### src/rtl/error_injection_ctrl.sv
// error_injection_ctrl: sequences fault-injection campaigns on an encoded word stream.
// Passes a programmed number of clean words, then corrupts the next valid word at an
// LFSR-chosen bit position, repeating until the programmed injection count is reached.
// Optional feature macro: INJ_DOUBLE_ERROR_EN (enables 2-bit masks via double_mode_i).
module error_injection_ctrl #(
   parameter int unsigned WIDTH = 38,
   parameter logic [15:0] SEED  = 16'h0025
) (
   input  logic             clk_i,
   input  logic             rst_i,
   input  logic             start_i,
   input  logic             abort_i,
   input  logic [15:0]      num_injections_i,
   input  logic [7:0]       interval_i,
   input  logic             double_mode_i,
   input  logic             data_valid_i,
   input  logic [WIDTH-1:0] data_in_i,
   output logic [WIDTH-1:0] data_out_o,
   output logic             data_out_valid_o,
   output logic [WIDTH-1:0] error_mask_o,
   output logic             busy_o,
   output logic             done_o,
   output logic [15:0]      inject_count_o
);

   typedef enum logic [1:0] {StIdle, StGap, StInject, StDone} state_e;

   localparam logic [6:0] WidthW = 7'(WIDTH);

   state_e           state_q, state_d;
   logic [7:0]       gap_cnt_q, gap_cnt_d;
   logic [7:0]       interval_q, interval_d;
   logic [15:0]      num_inj_q, num_inj_d;
   logic [15:0]      inj_cnt_q, inj_cnt_d;
   logic [15:0]      lfsr_q, lfsr_d;
   logic             dbl_q, dbl_d;
   logic             inject;
   logic [6:0]       p0;
   logic [WIDTH-1:0] mask;
   logic [WIDTH-1:0] data_out_q;
   logic [WIDTH-1:0] mask_q;
   logic             valid_q;

   // Bit positions derived from the current LFSR value, reduced modulo WIDTH.
   always_comb begin
      p0 = {1'b0, lfsr_q[5:0]};
      if (p0 >= WidthW) p0 = p0 - WidthW;
   end

`ifdef INJ_DOUBLE_ERROR_EN
   logic [6:0] p1;

   // Second position; collisions with p0 are bumped to the next bit, wrapping at WIDTH.
   always_comb begin
      p1 = {1'b0, lfsr_q[11:6]};
      if (p1 >= WidthW) p1 = p1 - WidthW;
      if (p1 == p0) p1 = (p0 + 7'd1 == WidthW) ? 7'd0 : p0 + 7'd1;
   end

   // Mask is non-zero only for the word being injected.
   always_comb begin
      mask = '0;
      if (inject) begin
         mask = WIDTH'(1) << p0;
         if (dbl_q) mask = mask | (WIDTH'(1) << p1);
      end
   end
`else
   logic unused_double_mode;
   assign unused_double_mode = double_mode_i;

   // Mask is non-zero only for the word being injected.
   always_comb begin
      mask = '0;
      if (inject) mask = WIDTH'(1) << p0;
   end
`endif

   // Campaign sequencing; abort overrides every transition but not a same-cycle injection.
   always_comb begin
      state_d    = state_q;
      gap_cnt_d  = gap_cnt_q;
      interval_d = interval_q;
      num_inj_d  = num_inj_q;
      inj_cnt_d  = inj_cnt_q;
      lfsr_d     = lfsr_q;
      dbl_d      = dbl_q;
      inject     = 1'b0;
      unique case (state_q)
         StIdle: begin
            if (start_i && !abort_i) begin
               inj_cnt_d  = '0;
               gap_cnt_d  = '0;
               num_inj_d  = num_injections_i;
               interval_d = interval_i;
`ifdef INJ_DOUBLE_ERROR_EN
               dbl_d      = double_mode_i;
`endif
               if (num_injections_i == 16'd0) state_d = StDone;
               else if (interval_i == 8'd0)   state_d = StInject;
               else                           state_d = StGap;
            end
         end
         StGap: begin
            if (data_valid_i) begin
               gap_cnt_d = gap_cnt_q + 8'd1;
               if (gap_cnt_d == interval_q) state_d = StInject;
            end
         end
         StInject: begin
            if (data_valid_i) begin
               inject    = 1'b1;
               inj_cnt_d = (inj_cnt_q == 16'hFFFF) ? inj_cnt_q : inj_cnt_q + 16'd1;
               lfsr_d    = {lfsr_q[14:0], lfsr_q[15] ^ lfsr_q[13] ^ lfsr_q[12] ^ lfsr_q[10]};
               if (inj_cnt_d == num_inj_q) begin
                  state_d = StDone;
               end else if (interval_q == 8'd0) begin
                  state_d = StInject;
               end else begin
                  state_d   = StGap;
                  gap_cnt_d = '0;
               end
            end
         end
         StDone: state_d = StIdle;
         default: state_d = StIdle;
      endcase
      if (abort_i) state_d = StIdle;
   end

   // Control state registers.
   always_ff @(posedge clk_i) begin
      if (rst_i) begin
         state_q    <= StIdle;
         gap_cnt_q  <= '0;
         interval_q <= '0;
         num_inj_q  <= '0;
         inj_cnt_q  <= '0;
         lfsr_q     <= SEED;
         dbl_q      <= 1'b0;
      end else begin
         state_q    <= state_d;
         gap_cnt_q  <= gap_cnt_d;
         interval_q <= interval_d;
         num_inj_q  <= num_inj_d;
         inj_cnt_q  <= inj_cnt_d;
         lfsr_q     <= lfsr_d;
         dbl_q      <= dbl_d;
      end
   end

   // Registered datapath; words always flow through, even when idle.
   always_ff @(posedge clk_i) begin
      if (rst_i) begin
         data_out_q <= '0;
         mask_q     <= '0;
         valid_q    <= 1'b0;
      end else begin
         data_out_q <= data_in_i ^ mask;
         mask_q     <= mask;
         valid_q    <= data_valid_i;
      end
   end

   assign data_out_o       = data_out_q;
   assign error_mask_o     = mask_q;
   assign data_out_valid_o = valid_q;
   assign busy_o           = (state_q == StGap) || (state_q == StInject);
   assign done_o           = (state_q == StDone);
   assign inject_count_o   = inj_cnt_q;

endmodule
### config.mk
export PLATFORM = sky130hd
export DESIGN_NAME = error_injection_ctrl
export DESIGN_NICKNAME = d
export VERILOG_FILES = /design/src/rtl/error_injection_ctrl.sv
export SDC_FILE = /design/constraint.sdc
export NUM_CORES = 1
export LEC_CHECK = 0
export BUFFER_PORTS_ARGS = -buffer_cell sky130_fd_sc_hd__buf_2
export CORE_ASPECT_RATIO = 1.1
export CORE_MARGIN = 1.5
export CORE_UTILIZATION = 30
export CTS_CLUSTER_SIZE = 28
export DETAILED_ROUTE_END_ITERATION = 8
export REMOVE_ABC_BUFFERS = 1
export SYNTH_ARGS = -nofsm -noshare
export SYNTH_HDL_FRONTEND = slang
export SYNTH_SLANG_ARGS = --single-unit
### constraint.sdc
create_clock -name clk_i -period 2.6 [get_ports clk_i]
set_input_delay 0.78 -clock clk_i [delete_from_list [all_inputs] [get_ports clk_i]]
set_output_delay 0.78 -clock clk_i [all_outputs]
set_load 0.03 [all_outputs]
==> parameters.txt, run 1 <==
Parameter                              Value

Hold path
  Type of the tightest min-delay check    flip-flop to flip-flop

Power
  Overall power of the completed layout    roughly 5.2 mW
  Largest voltage drop on the vdd net    roughly 0.37 mV
  Static Leak    slightly below 4 nW
  Pwr Density    between 500 and 600 nW/µm²

Clock tree
  Clock root buffer    sky130_fd_sc_hd__clkbuf_16
  Clock network latency to the later pin of the worst-skew pair    around 430 ps
  CTS HTree Levels    4
  Number of hold buffers added after cts    0
  Number of CTS-inserted buffers    17
  CTS tree    built
  TritonCTS sink count    approximately 140
  Clock transition at the registers of the reported paths    roughly 70 ps
  Largest buffer count on any clock path    2

Place
  Post-detail-place hpwl    15.20 mm
  Routability congestion estimate from global placement    0.8788
  Placed Cells incl. Taps    between 1000 and 1500
  Count of input and output buffers    about 160

Floorplanning
  Floorplan die height    around 160 µm
  Total die area    around 23000 µm²
  Floorplan die width    144.0 µm
  Number of ports placed on the die boundary    about 160
  FP Rows    56
  Starting utilization of the core area    just over 30%
  Core Region    around 21000 µm²

Global route
  Met2 track utilization from global routing    between 30% and 40%
  Antenna violations before repair    0
  Met3 Resource Use GR    ~3.3%
  Maximum number of pins on one net before global-route repair    59
  Layer with the highest usage    met2
  First-pass GRT wire length    32.02 mm
  GRT met1 Usage    roughly 22%
  Via count of the first global-routing pass    about 6200
  Total track usage    a little under a fifth
  Total overflow reported by the global router    0

Outcome
  Run status    complete, but fails checks
  Violations in the final reports    setup timing

Yosys
  Gate count after technology mapping    a little over 800
  Post-synthesis register bit count    143
  Largest cells by area after synthesis    sky130_fd_sc_hd__dfxtp_1 44%, sky130_fd_sc_hd__nand2_1 7.7%, sky130_fd_sc_hd__a21oi_1 6.3%
  Post-synth top area share    between 40% and 50%
  Yosys warning total    0
  Commonest cells post-synth    143 x sky130_fd_sc_hd__dfxtp_1, 135 x sky130_fd_sc_hd__nand2_1, 82 x sky130_fd_sc_hd__a21oi_1, 80 x sky130_fd_sc_hd__nor2_1
  Register area share after synthesis    43.66%
  Number of enable-type register cells in the synthesized netlist    0
  Distinct cell type count after synthesis    64
  Most used standard cell by instance count after synthesis    sky130_fd_sc_hd__dfxtp_1
  Flip-flop cell with the highest count after synthesis    sky130_fd_sc_hd__dfxtp_1
  Netlist area before placement    6558 µm²
  Biggest area consumer among synthesized cells    sky130_fd_sc_hd__dfxtp_1
  Share of async-settable or async-resettable flops after synthesis    0%
  Post-Synthesis Mean Instance Area    roughly 8.1 µm²

Timing
  Final-report setup violation count    6
  Max Slew Vio Count    0
  Final hold violations    0
  Setup repair after global routing missed its margin    yes
  Final worst-path setup slack    -48.22 ps
  Slew of the pin with the lowest slew margin    between 800 and 900 ps
  Fin Clk Skew    ~11 ps
  Worst max-slew margin expressed relative to the limit    40.77%
  Highest clock rate    roughly 0.38 GHz
  Final critical-path share of the clock period    101.9%
  Final min period    2648 ps

Layout
  Filler cells    approximately 2100
  Area growth, synth to finish    39.95%
  Fraction of final layout cells with drive strength greater than 1    between 30% and 40%
  Final std cells w/o fill    1349
  Nets@finish    between 1000 and 1500

Worst setup path
  Arrival time of the worst setup path    2970 ps
  Kind of capture point of the worst setup path    flip-flop
  Required @ worst endpoint    2930 ps
  WS Path Type    flip-flop to flip-flop
  Nature of the critical path startpoint    flip-flop
  Highest fanout seen on the critical path    6

Detailed routing
  Routed len/inst    ~15 µm
  Post-detailed-route via-to-cell ratio    just under 5
  Residual DRC count    0
  Number of routed nets with antenna violations    0
  Pre-Repair DR Iteration Count    5
  Vias after detailed routing    approximately 6600
  Initial drt markers    519
  DRT Wirelength    between 20 and 25 mm

Job
  Max-Cap Viols    0
per-layer routing:
metal  part of all wire (%)  up-vias
met2                     51      144
met5                      0        -
met3                    3.7       31
met1                     43     3131
li1                       -     3292
met4                    2.3        0
cell type report:
cell class	instances	area [µm²]	area share [%]
tap	290	362.8	3.954
timing repair buffer	272	1672	18.21
clock inverter	15	171.4	1.868
antenna	1	2.502	0.02727
multi-input combinational	600	3620	39.44
inverter	11	41.29	0.4499
clock buffer	17	425.4	4.635
sequential	143	2883	31.41
stage by stage:
| step | setup WS, ps | utilization [%] | TNS, ps | cell area, µm² | hold slack [ps] |
|---|---|---|---|---|---|
| detailed placement | -199.3 | 38.58 | -1612 | 8244 | 447.9 |
| global route | -180.8 | 42.93 | -1145 | 9175 | 468.6 |
| global placement | -145.8 | 38.58 | -1136 | 8244 | 438.0 |
| finish | -48.22 | 42.95 | -137.5 | 9178 | 449.5 |
| CTS | -24.76 | 42.31 | -112.5 | 9041 | 457.1 |
| floorplan | -858.6 | - | -7974 | 6330 | 426.0 |
placed cells by master, fill, tap and decap left out, types with 13 or more instances in the layout:
cell	count
sky130_fd_sc_hd__a21oi_1	80
sky130_fd_sc_hd__buf_2	160
sky130_fd_sc_hd__buf_4	104
sky130_fd_sc_hd__clkbuf_16	17
sky130_fd_sc_hd__dfxtp_1	129
sky130_fd_sc_hd__dfxtp_2	13
sky130_fd_sc_hd__nand2_1	135
sky130_fd_sc_hd__nand3_1	20
sky130_fd_sc_hd__nor2_1	78
sky130_fd_sc_hd__nor3_1	27
sky130_fd_sc_hd__o21ai_0	32
sky130_fd_sc_hd__or3_1	22
sky130_fd_sc_hd__xnor2_1	27
sky130_fd_sc_hd__xor2_1	23
timing repair:
action	4_1_cts	5_1_grt
hold endpoints to repair	0	0
pin swaps	14	16
buffers inserted	9	4
setup endpoints to repair	10	29
gates resized for setup	35	28
critical path, stage by stage, from the launching register on:
cell	delay, ps
sky130_fd_sc_hd__dfxtp_2	360
sky130_fd_sc_hd__buf_6	130
sky130_fd_sc_hd__nand4_1	160
sky130_fd_sc_hd__nor4_4	330
sky130_fd_sc_hd__buf_4	160
sky130_fd_sc_hd__xnor2_2	80
sky130_fd_sc_hd__a2111oi_4	390
sky130_fd_sc_hd__nand4_4	180
sky130_fd_sc_hd__nor4_4	310
sky130_fd_sc_hd__buf_4	190
sky130_fd_sc_hd__o311ai_0	150
sky130_fd_sc_hd__o41ai_1	100
registers in the layout, summed over array words and instances, names as in the netlist:
signal and count:
gap_cnt_q 8, error_mask_o 38, data_out_valid_o 1, state_q 2
lfsr_q 16, inject_count_o 16, data_out_o 38, interval_q 8
num_inj_q 16
where the power goes:
group	internal [mW]	total, mW	switching, mW
registers	2.24	2.27	0.0305
logic	0.173	0.451	0.278
clock network	1.45	2.52	1.07
total	3.86	5.24	1.38
cells by family (layout without fill, tap and decap cells):
kind of cell | count (synthesis) | in the layout | synth area share, %
AO/OA/AOI/OAI | 172 | 172 | 16.28
AND/OR/NAND/NOR | 364 | 364 | 26.85
other | 0 | 1 | 0
buffers and inverters | 64 | 315 | 4.102
adder cells (fa/ha/maj) | 8 | 8 | 1.526
flip-flops | 143 | 143 | 43.66
XOR/XNOR | 51 | 51 | 6.812
multiplexers | 5 | 5 | 0.7823
final timing paths:
check	start	to	slack, ps	cells past startpoint
max	inject_count_o[7]$_SDFFE_PP0P_	gap_cnt_q[5]$_SDFFE_PP0P_	-50	11
max reg2reg	inject_count_o[7]$_SDFFE_PP0P_	gap_cnt_q[5]$_SDFFE_PP0P_	-50	11
min	lfsr_q[6]$_SDFFE_PP0P_	lfsr_q[7]$_SDFFE_PP0P_	450	2
min reg2reg	lfsr_q[6]$_SDFFE_PP0P_	lfsr_q[7]$_SDFFE_PP0P_	450	2
Power figures use the tool's default switching activity.
==> inputs of run 2 (changes only) <==
Settings changed: PLACE_DENSITY_LB_ADDON set to 0.08.
==> run 2 against run 1 <==
The flow still finishes with violations (setup timing). Clock power grew 2%. Routed wire length grew 2.5%. Critical endpoint is now gap_cnt_q[1]$_SDFFE_PP0P_. Utilization grew 0.26 points. Non-clock buffer count grew 7. Power grew 1.1%. Global-route usage grew 0.35 points. Final cell count grew 0.44%. Highest routed layer unchanged. Maximum frequency grew 0.16%. Setup slack gained 4.1 ps. Design area grew 0.60%.
==> parameters.txt, run 2 (synthesized netlist as in run 1, its figures left out) <==
Parameter                              Value

Detailed routing
  Initial drt markers    345 (-34%)
  Pre-Repair DR Iteration Count    5 (unchanged)
  Residual DRC count    0 (unchanged)
  Vias after detailed routing    6478 (-1.8%)
  Number of routed nets with antenna violations    0 (unchanged)
  Post-detailed-route via-to-cell ratio    4.781 (-2.3%)
  DRT Wirelength    21.23 mm (+2.5%)
  Routed len/inst    15.66 µm (+2.0%)

Timing
  Final worst-path setup slack    -44.12 ps (+4.107 ps)
  Fin Clk Skew    7.471 ps (-3.846 ps)
  Max Slew Vio Count    0 (unchanged)
  Worst max-slew margin expressed relative to the limit    49.91% (+9.1 points)
  Final min period    2644 ps (-4.107 ps)
  Highest clock rate    0.3782 GHz (+0.16%)
  Post-route setup TNS    -186.3 ps (-48.80 ps)
  Slew of the pin with the lowest slew margin    751.3 ps (-137.2 ps)
  Final critical-path share of the clock period    101.7% (-0.16 points)
  Final-report setup violation count    6 (unchanged)
  Setup repair after global routing missed its margin    yes
  Final hold violations    0 (unchanged)

Worst setup path
  Critical path buffer and inverter count    3 (unchanged)
  Nature of the critical path startpoint    flip-flop
  Highest fanout seen on the critical path    9 (+3)
  Required @ worst endpoint    2920 ps (about the same)
  Slowest-stage cell, CP    sky130_fd_sc_hd__or4_4
  Kind of capture point of the worst setup path    flip-flop
  Cell type group with the largest total delay on the critical path    simple AND/OR/NAND/NOR gates
  Worst path cell trace    buf_6 > nand4_4 > nor4_4 > buf_4 > o221ai_2 > or4_4 > nor4_4 > buf_6 > nor4_1 > a31o_1
  Largest incremental delay on the critical path    590 ps (+200 ps)
  Arrival time of the worst setup path    2960 ps (about the same)
  WS Path Type    flip-flop to flip-flop

Outcome
  Violations in the final reports    setup timing
  Run status    complete, but fails checks

Layout
  Area growth, synth to finish    40.79%
  Leading cell type in the layout, fill and taps excluded    sky130_fd_sc_hd__buf_2
  Antenna diode instance count    0 (-1)
  Commonest non-fill, non-tap cells in the layout    160 x sky130_fd_sc_hd__buf_2, 135 x sky130_fd_sc_hd__nand2_1, 131 x sky130_fd_sc_hd__dfxtp_1
  Nets@finish    1128 (+0.62%)
  Fraction of final layout cells with drive strength greater than 1    34.27% (-0.32 points)

Global route
  First-pass GRT wire length    32.57 mm (+1.7%)
  Antenna violations before repair    0 (unchanged)
  Via count of the first global-routing pass    6135 (-1.1%)
  Total overflow reported by the global router    0 (unchanged)
  Total track usage    18.58% (+0.35 points)
  Maximum number of pins on one net before global-route repair    94 (+59%)

Place
  Routability congestion estimate from global placement    0.8121 (-7.6%)
  Post-detail-place hpwl    15.34 mm (+0.92%)
  Count of input and output buffers    161 (unchanged)

Job
  Max-Cap Viols    0 (unchanged)

Clock tree
  Largest buffer count on any clock path    2 (unchanged)
  Clock network latency to the later pin of the worst-skew pair    430 ps (about the same)
  Number of CTS-inserted buffers    17 (unchanged)
  CTS tree    built
  TritonCTS sink count    143 (unchanged)
  Number of hold buffers added after cts    0 (unchanged)
  Clock root buffer    sky130_fd_sc_hd__clkbuf_16
  Clock transition at the registers of the reported paths    70 ps (about the same)
  CTS HTree Levels    4 (unchanged)

Power
  Static Leak    3.893 nW (+1.0%)
  Pwr Density    573.8 nW/µm² (+0.45%)
  Largest voltage drop on the vdd net    0.4236 mV (+16%)
  Overall power of the completed layout    5.298 mW (+1.1%)

Floorplanning
  Floorplan die height    158.1 µm (unchanged)
  Number of ports placed on the die boundary    163 (unchanged)
  Floorplan die width    144.0 µm (unchanged)
  Total die area    22760 µm² (unchanged)
  Core Region    21370 µm² (unchanged)
  Starting utilization of the core area    30.69% (unchanged)
  FP Rows    56 (unchanged)

Hold path
  Type of the tightest min-delay check    flip-flop to flip-flop
[run 2: cell types whose count changed in the layout (fill, tap and decap cells not counted), moves of 3 or more]
cell,delta
sky130_fd_sc_hd__nor4_2,-3
sky130_fd_sc_hd__o21ai_0,+3
sky130_fd_sc_hd__clkinv_2,-3
sky130_fd_sc_hd__o21ai_1,-3
sky130_fd_sc_hd__buf_4,+3
sky130_fd_sc_hd__buf_6,+3
[run 2: per-stage QoR]
stage	cell area (µm²)	instances	worst slack [ps]	hold WS, ps	utilization [%]
2_1_floorplan	6330	754	-858.6	426.0	-
4_1_cts	9174	1353	1.775	453.1	42.93
6_report	9233	1355	-44.12	450.3	43.20
3_3_place_gp	8312	1311	-306.6	442.0	38.89
5_1_grt	9233	1355	-162.1	464.5	43.20
3_5_place_dp	8312	1311	-320.7	443.4	38.89
[run 2: worst register-to-register path, stage by stage (launching register included)]
cell and delay [ps]:
sky130_fd_sc_hd__dfxtp_4 360, sky130_fd_sc_hd__buf_6 100, sky130_fd_sc_hd__nand4_4 170, sky130_fd_sc_hd__nor4_4 420
sky130_fd_sc_hd__buf_4 180, sky130_fd_sc_hd__o221ai_2 110, sky130_fd_sc_hd__or4_4 590, sky130_fd_sc_hd__nor4_4 170
sky130_fd_sc_hd__buf_6 170, sky130_fd_sc_hd__nor4_1 60, sky130_fd_sc_hd__a31o_1 200
[run 2: path summary, 6_finish.rpt]
kind / startpoint / end / slack, ps / depth (start not counted)
max: inject_count_o[11]$_SDFFE_PP0P_ / gap_cnt_q[1]$_SDFFE_PP0P_ / -40 / 10
min: lfsr_q[9]$_SDFFE_PP0P_ / lfsr_q[10]$_SDFFE_PP0P_ / 450 / 2
max reg2reg: inject_count_o[11]$_SDFFE_PP0P_ / gap_cnt_q[1]$_SDFFE_PP0P_ / -40 / 10
min reg2reg: lfsr_q[9]$_SDFFE_PP0P_ / lfsr_q[10]$_SDFFE_PP0P_ / 450 / 2
[run 2: area by class of cell]
| cell class | count | area [µm²] |
|---|---|---|
| inverters | 11 | 41.29 |
| clock buffers | 17 | 425.4 |
| clock inverters | 15 | 195.2 |
| fillers | 2223 | 12140 |
| well taps | 290 | 362.8 |
| flip-flops and latches | 143 | 2880 |
| repair buffers | 279 | 1748 |
| multi-input cells | 600 | 3580 |
[run 2: power breakdown]
group | internal, mW | switching, mW | total (mW)
sequential | 2.24 | 0.0289 | 2.27
clock | 1.47 | 1.11 | 2.58
combinational | 0.172 | 0.277 | 0.449
[run 2: routing by layer]
metal	global-route usage, %	vias up	wire, µm
met1	24.24	3023	9842
met5	0	-	0
met3	3.448	27	840
li1	-	3297	-
met2	30.67	131	10140
met4	6.317	0	401
[run 2: timing repair]
item	in CTS	in global routing
setup endpoints to repair	10	28
resized for setup	46	12
pin swaps	12	11
buffers inserted	11	2
